### config.mk
export PLATFORM = sky130hd
export DESIGN_NAME = xor_frame_sequencer
export DESIGN_NICKNAME = d
export VERILOG_FILES = /design/src/rtl/xor_frame_sequencer.sv
export SDC_FILE = /design/constraint.sdc
export NUM_CORES = 1
export LEC_CHECK = 0
export ABC_AREA = 1
export CAP_MARGIN = 20
export CORE_UTILIZATION = 46
export CTS_CLUSTER_DIAMETER = 100
export DETAILED_ROUTE_END_ITERATION = 8
export GPL_ROUTABILITY_DRIVEN = 0
export PLACE_DENSITY = 0.74
export SETUP_SLACK_MARGIN = 0.15
export SLEW_MARGIN = 30
export SYNTH_ARGS = -nofsm -noshare
export SYNTH_HDL_FRONTEND = slang
export SYNTH_SLANG_ARGS = --single-unit
### constraint.sdc
create_clock -name clk -period 3.29 [get_ports clk]
set_input_delay 0.329 -clock clk [delete_from_list [all_inputs] [get_ports clk]]
set_output_delay 0.329 -clock clk [all_outputs]
set_load 0.02 [all_outputs]
### src/rtl/xor_frame_sequencer.sv
// xor_frame_sequencer: assembles 6-byte frames into a/b/c operands for the
// 3-input XOR network and returns its pipelined result over valid/ready.
module xor_frame_sequencer #(
  parameter int unsigned LATENCY = 2
) (
  input  logic               clk,
  input  logic               rst,
  input  logic [7:0]         in_data,
  input  logic               in_valid,
  input  logic               in_last,
  output logic               in_ready,
  output logic signed [15:0] a,
  output logic signed [15:0] b,
  output logic signed [15:0] c,
  input  logic signed [15:0] net_result,
  output logic [15:0]        out_result,
  output logic               out_valid,
  input  logic               out_ready,
  output logic               frame_err,
  output logic               busy
);

  typedef enum logic [1:0] {
    S_LOAD,
    S_DRAIN,
    S_WAIT,
    S_OUT
  } state_e;

  state_e state_q, state_d;

  logic [2:0]      cnt_q, cnt_d;
  logic [3:0]      wcnt_q, wcnt_d;
  logic [5:0][7:0] shadow_q, shadow_d;
  logic [15:0]     a_q, a_d;
  logic [15:0]     b_q, b_d;
  logic [15:0]     c_q, c_d;
  logic [15:0]     res_q, res_d;
  logic            ov_q, ov_d;
  logic            err_q, err_d;

  logic accept;
  logic load;
  logic last_slot;
  logic commit;
  logic bad;
  logic capture;
  logic release_out;

  assign accept      = in_valid && in_ready;
  assign load        = (state_q == S_LOAD) && accept;
  assign last_slot   = (cnt_q == 3'd5);
  assign commit      = load && last_slot && in_last;
  // in_last on the wrong slot, or no in_last on slot 5
  assign bad         = load && (last_slot != in_last);
  assign capture     = (state_q == S_WAIT) && (wcnt_q == 4'd0);
  assign release_out = (state_q == S_OUT) && ov_q && out_ready;

  always_ff @(posedge clk or posedge rst) begin
    if (rst) begin
      state_q <= S_LOAD;
    end else begin
      state_q <= state_d;
    end
  end

  always_comb begin
    state_d = state_q;
    unique case (state_q)
      S_LOAD: begin
        if (accept && last_slot) begin
          state_d = in_last ? S_WAIT : S_DRAIN;
        end
      end
      S_DRAIN: begin
        if (accept && in_last) begin
          state_d = S_LOAD;
        end
      end
      S_WAIT: begin
        if (capture) begin
          state_d = S_OUT;
        end
      end
      S_OUT: begin
        if (release_out) begin
          state_d = S_LOAD;
        end
      end
      default: state_d = S_LOAD;
    endcase
  end

  always_comb begin
    in_ready = 1'b0;
    busy     = 1'b0;
    unique case (state_q)
      S_LOAD:  in_ready = 1'b1;
      S_DRAIN: in_ready = 1'b1;
      S_WAIT:  busy     = 1'b1;
      S_OUT:   busy     = 1'b1;
      default: begin
        in_ready = 1'b0;
        busy     = 1'b0;
      end
    endcase
  end

  always_ff @(posedge clk or posedge rst) begin
    if (rst) begin
      cnt_q    <= '0;
      wcnt_q   <= '0;
      shadow_q <= '0;
      a_q      <= '0;
      b_q      <= '0;
      c_q      <= '0;
      res_q    <= '0;
      ov_q     <= 1'b0;
      err_q    <= 1'b0;
    end else begin
      cnt_q    <= cnt_d;
      wcnt_q   <= wcnt_d;
      shadow_q <= shadow_d;
      a_q      <= a_d;
      b_q      <= b_d;
      c_q      <= c_d;
      res_q    <= res_d;
      ov_q     <= ov_d;
      err_q    <= err_d;
    end
  end

  always_comb begin
    cnt_d    = cnt_q;
    wcnt_d   = wcnt_q;
    shadow_d = shadow_q;
    a_d      = a_q;
    b_d      = b_q;
    c_d      = c_q;
    res_d    = res_q;
    ov_d     = ov_q;
    err_d    = bad;

    if (load) begin
      shadow_d[cnt_q] = in_data;
      cnt_d = (in_last || last_slot) ? 3'd0 : cnt_q + 3'd1;
    end

    // the final byte bypasses the shadow so commit lands on the same edge
    unique case (1'b1)
      commit: begin
        a_d    = {shadow_q[1], shadow_q[0]};
        b_d    = {shadow_q[3], shadow_q[2]};
        c_d    = {in_data, shadow_q[4]};
        wcnt_d = 4'(LATENCY);
      end
      capture: begin
        res_d = net_result;
        ov_d  = 1'b1;
      end
      release_out: begin
        ov_d = 1'b0;
      end
      default: begin
        if (state_q == S_WAIT) begin
          wcnt_d = wcnt_q - 4'd1;
        end
      end
    endcase
  end

  assign a          = a_q;
  assign b          = b_q;
  assign c          = c_q;
  assign out_result = res_q;
  assign out_valid  = ov_q;
  assign frame_err  = err_q;

endmodule

== Word-level counts from Yosys, hierarchy flattened ==
Index checks and enable logic that the tools add are counted.
Storage, ports and cells
  output and inout port bits: 68
  register bits: 123
  bits of input ports: 29
Operators by class
  reduce and logical (&&, ||, !) cells: 21
  bitwise logic cells: 1
  add/subtract/negate cells: 2
  order comparisons: 2
  equal/unequal tests: 9
  multiplexer cells: 15
Operator list (number)
  48-bit bitwise mux: 1
  8-bit demux with 3-bit select: 1
  1-bit logical AND: 11
  2-bit 2-to-1 mux: 5
  8-bit 2-to-1 mux: 1
  2-bit case mux with 4 select lines: 1
  4-bit case mux with 2 select lines: 1
  2-bit != test, second input constant: 3
  2-bit OR reduction: 3
  2-bit equality test, second input constant: 2
  4-bit logical NOT: 1
  3-bit by 4-bit < comparator with 1-bit output, second input constant: 1
  4-bit 2-to-1 mux: 1
  4-bit AND reduction: 1
  2-bit nonzero test: 2
  4-bit by 1-bit subtractor with 4-bit output, second input constant: 1
  3-bit by 1-bit adder with 3-bit output, second input constant: 1
  3-bit equality test, second input constant: 1
  3-bit by 1-bit greater-or-equal comparator with 1-bit output, second input constant: 1
  3-bit 2-to-1 mux: 1
  2-bit by 1-bit equality test with 1-bit output, second input constant: 1
  2-bit logical NOT: 1
  1-bit 2-to-1 mux: 2
  2-bit by 1-bit != test with 1-bit output, second input constant: 1
  other kinds (5): 5

== Logic depth before layout (Yosys ltp) ==
  depth in word-level cells: 9
  depth in mapped cells: 9

== Worst setup path before layout ==
Ideal clock, no wire load.
  kind: register -> register
  from: reg cnt_q[1]
  to: reg a_q[0] (netlist: a[0])
  setup slack: 1.708 ns
  data arrival time: 1.465 ns
  stages on the path, launching flop included: 10
  setup time: 0.116 ns
  cell sequence: dfrtp_1 > inv_1 > ha_1 > nand2_2 > nor2_2 > nand2_2 > buf_6 > buf_6 > nand2_1 > nand2_1
On the way
  longest elaborated chain between the ends: 3
Ends and longest elaborated chain
  start: declaration: line 32  | logic [2:0] cnt_q, cnt_d;
  start signal: assignment: line 121  | cnt_q <= cnt_d;
  3-bit equality test: line 52  | assign last_slot = (cnt_q == 3'd5);
  1-bit logical AND (2 in a row): line 53  | assign commit = load && last_slot && in_last;
  end signal: assignment: line 114  | a_q <= '0;
  end signal: assignment: line 124  | a_q <= a_d;
  end: declaration: line 35  | logic [15:0] a_q, a_d;
Every way passes these cells.
A chain may end at the register's enable or synchronous reset.

== Worst setup path in the final report ==
  from: reg cnt_q[1]
  to: reg b_q[2] (netlist: b[2])
On the way
  longest elaborated chain between the ends: 3
Ends and longest elaborated chain
  3-bit equality test: line 52
  1-bit logical AND (2 in a row): line 53
  end signal: assignment: line 115  | b_q <= '0;
  end signal: assignment: line 125  | b_q <= b_d;
  end: declaration: line 36  | logic [15:0] b_q, b_d;
Every way passes these cells.

==> results_dict.tcl <==
set metrics [dict create \
    crit_path_end_kind "register" \
    maxSlewHeadroom_pct 60.7 \
    setup_viol 0 \
    cts_max_path_buffers 2 \
    root_buffer "clkbuf_8" \
    fillers 838 \
    drive_above_1_share_pct 8.51 \
    synth_compound_area_share_pct 9.01 \
    yosysWarningCount 0 \
    htree_levels 4 \
    clock_latency_ns 0.51 \
    worst_pin_slew_ns 0.590 \
    hold_buffers 0 \
    nets 619 \
    core_area_sq_mm 0.00982 \
    start_util_pct 47.5 \
    die_y_microns 103 \
    rows 36 \
    hold_class "primary input to async pin" \
    yosysTopAreaCellShare_pct 61.6 \
    synthesis.area_sq_mm 0.00467 \
    synth_largest_area_cell "dfrtp_1" \
    timing.rr.end "b[2]" \
    drt_iter0_drc 246 \
    timing.rr.start "cnt_q[1]" \
    wl_per_cell_microns 13.7 \
    synth-seq-area-share_pct 61.6 \
    finalClockSkew_ns 0.0137 \
    dieArea_sq_mm 0.0106 \
    io_buffers 96 \
    p_per_area_mw_per_mm2 968 \
    via_per_inst 4.84 \
    grt_pass1_vias 3490 \
    grt_antenna_before_repair 0 \
    setup_tns_ns 0 \
    reg2regPathDepth 8 \
    synth-simple-area-share_pct 20.7 \
    syn_to_final_growth_pct 34.4 \
    drv_slew 0 \
    start_kind "register" \
    ff2ff_setup_slack_ns 0.98 \
    die_w_microns 103 \
    ys_ff_latch 115 \
    outcome "finished, final reports clean" \
    ctsResizeCount 0 \
    diodes 0 \
    synth-xor-area-share_pct 0.375 \
    maxCapViolCount 0 \
    netlist_top_cells_area "dfrtp_1, nand2_1, o21ai_1" \
    pin_count 97 \
    drc_errors 0 \
    cp_max_fo 33 \
    crit_type "register to register" \
    synth_cells 488 \
    ant_nets 0 \
    timing.final.crit_share_pct 70.2 \
    crit_required_ns 3.74 \
    drtPass1Iterations 5 \
    hpwl_mm 6.47 \
    avgSynthCellArea_sq_um 9.57 \
    rsz0062_at_grt "false" \
    cts_buffers 17 \
    synth_mux_area_share_pct 0 \
    synth_nets 521 \
    cts.reportedPaths.clkPinSlew_ns 0.06 \
    leakage_nw 3.10 \
    fmax_mhz 433 \
    grt_use_total_pct 21.1 \
    grt_pass1_wl_mm 16.5 \
    placedInstanceArea_sq_mm 0.00567 \
    grt_overflow 0 \
    routed_wl_mm 10.0 \
    peakVddDrop_uv 646 \
    critPathArrivalTime_ns 2.76 \
    synth_top_family_by_area "simple AND/OR/NAND/NOR gates" \
    final-hold-violation-count 0 \
    cts.sinks 115 \
    grt_max_degree 116 \
    layout_min_cycle_time_ns 2.31 \
    cts_tree "built" \
    cts_setup_buffers 0 \
    stdcell_area_sq_mm 0.00628 \
    routed-via-count 3540 \
    synth.distinct_cells 27 \
    yosys.area_share.adder_pct 1.07 \
]
[final cells by class]
type	instances	area (sq um)	share of cell area (%)
clock buffer	18	428	6.82
clock inverter	14	176	2.81
inverter	47	184	2.93
timing repair buffer	98	988	15.7
sequential	115	2880	45.9
multi-input combinational	307	1460	23.2
tap	133	166	2.65
[registers in the layout, summed over array words and instances, names as in the netlist]
register    count
shadow_q       40
state_q         2
b              16
out_result     16
c              16
out_valid       1
wcnt_q          4
a              16
cnt_q           3
frame_err       1
[critical path, cell delays in order (launching register included)]
cell	delay (ns)
dfrtp_1	0.44
inv_1	0.27
ha_1	0.25
nand2_2	0.07
nor2_2	0.10
nand2_2	0.33
inv_2	0.54
nand2_1	0.15
nand2_1	0.09
[metrics by stage]
step / worst slack (ns) / cells / util [%] / total power [mW] / hold WS, ns
floorplan: 1.56 / 488 / - / 3.43 / 0.442
global placement: 0.997 / 700 / 57.8 / 4.15 / 0.449
detailed placement: 0.981 / 700 / 57.8 / 4.23 / 0.457
CTS: 0.961 / 732 / 63.9 / 6.11 / 0.356
global route: 0.758 / 732 / 63.9 / 6.45 / 0.365
finish: 0.981 / 732 / 63.9 / 6.07 / 0.342
[where the power goes]
group	total, mW	internal, mW	switching (mW)	leakage (nW)
logic	1.94	0.850	1.09	1.31
clock network	1.85	1.18	0.666	0.293
registers	2.29	1.95	0.341	1.49
[worst max path at each step]
stage             start    to  slack, ns  depth (start not counted)
2_1_floorplan       rst  a[0]       1.56                          1
3_3_place_gp   in_valid  b[0]        1.0                          7
3_5_place_dp   cnt_q[1]  c[2]       0.98                          8
4_1_cts        cnt_q[1]  b[2]       0.96                          8
5_1_grt        cnt_q[1]  c[4]       0.76                          8
6_report       cnt_q[1]  b[2]       0.98                          8
[synth_stat cells]
cell,number
nand2_2,3
dfrtp_1,115
inv_2,2
o21ai_1,46
o21ai_0,28
nand3_1,6
buf_4,2
xor2_1,1
xnor2_1,1
buf_6,9
o21bai_1,1
nor2_4,1
inv_4,1
nand4_1,3
nor2_2,1
a21oi_1,6
clkinv_2,1
nand3_4,1
buf_2,7
inv_1,43
nor2_1,7
nand4_4,4
nand2_1,190
nor2_8,2
clkbuf_1,1
ha_1,4
o22ai_1,2
[cell usage in the layout, fill, tap and decap left out, types with 3 or more instances in the layout]
cell / n
clkinv_4: 3
o21ai_1: 46
dfrtp_1: 115
inv_6: 4
nand3_1: 6
inv_1: 42
nand2_1: 190
nand4_1: 3
nor2_1: 7
clkbuf_16: 16
ha_1: 4
a21oi_1: 6
clkinv_2: 3
nand2_2: 3
clkinvlp_4: 3
nand4_4: 4
o21ai_0: 28
bufinv_16: 3
clkdlybuf4s50_1: 96
[per-layer routing]
metal | part of all wire [%] | global-route usage, %
met2 | 48 | 34.2
met3 | 8.4 | 9.22
met4 | 0.76 | 4.98
met5 | 0 | 0
met1 | 43 | 26.0
[cells by family after synthesis]
family / after synthesis
adder cells (fa/ha/maj): 4
XOR/XNOR: 2
AND/OR/NAND/NOR: 218
buffers and inverters: 66
AO/OA/AOI/OAI: 83
flip-flops: 115
No activity file was read; power rests on OpenSTA's default activity.
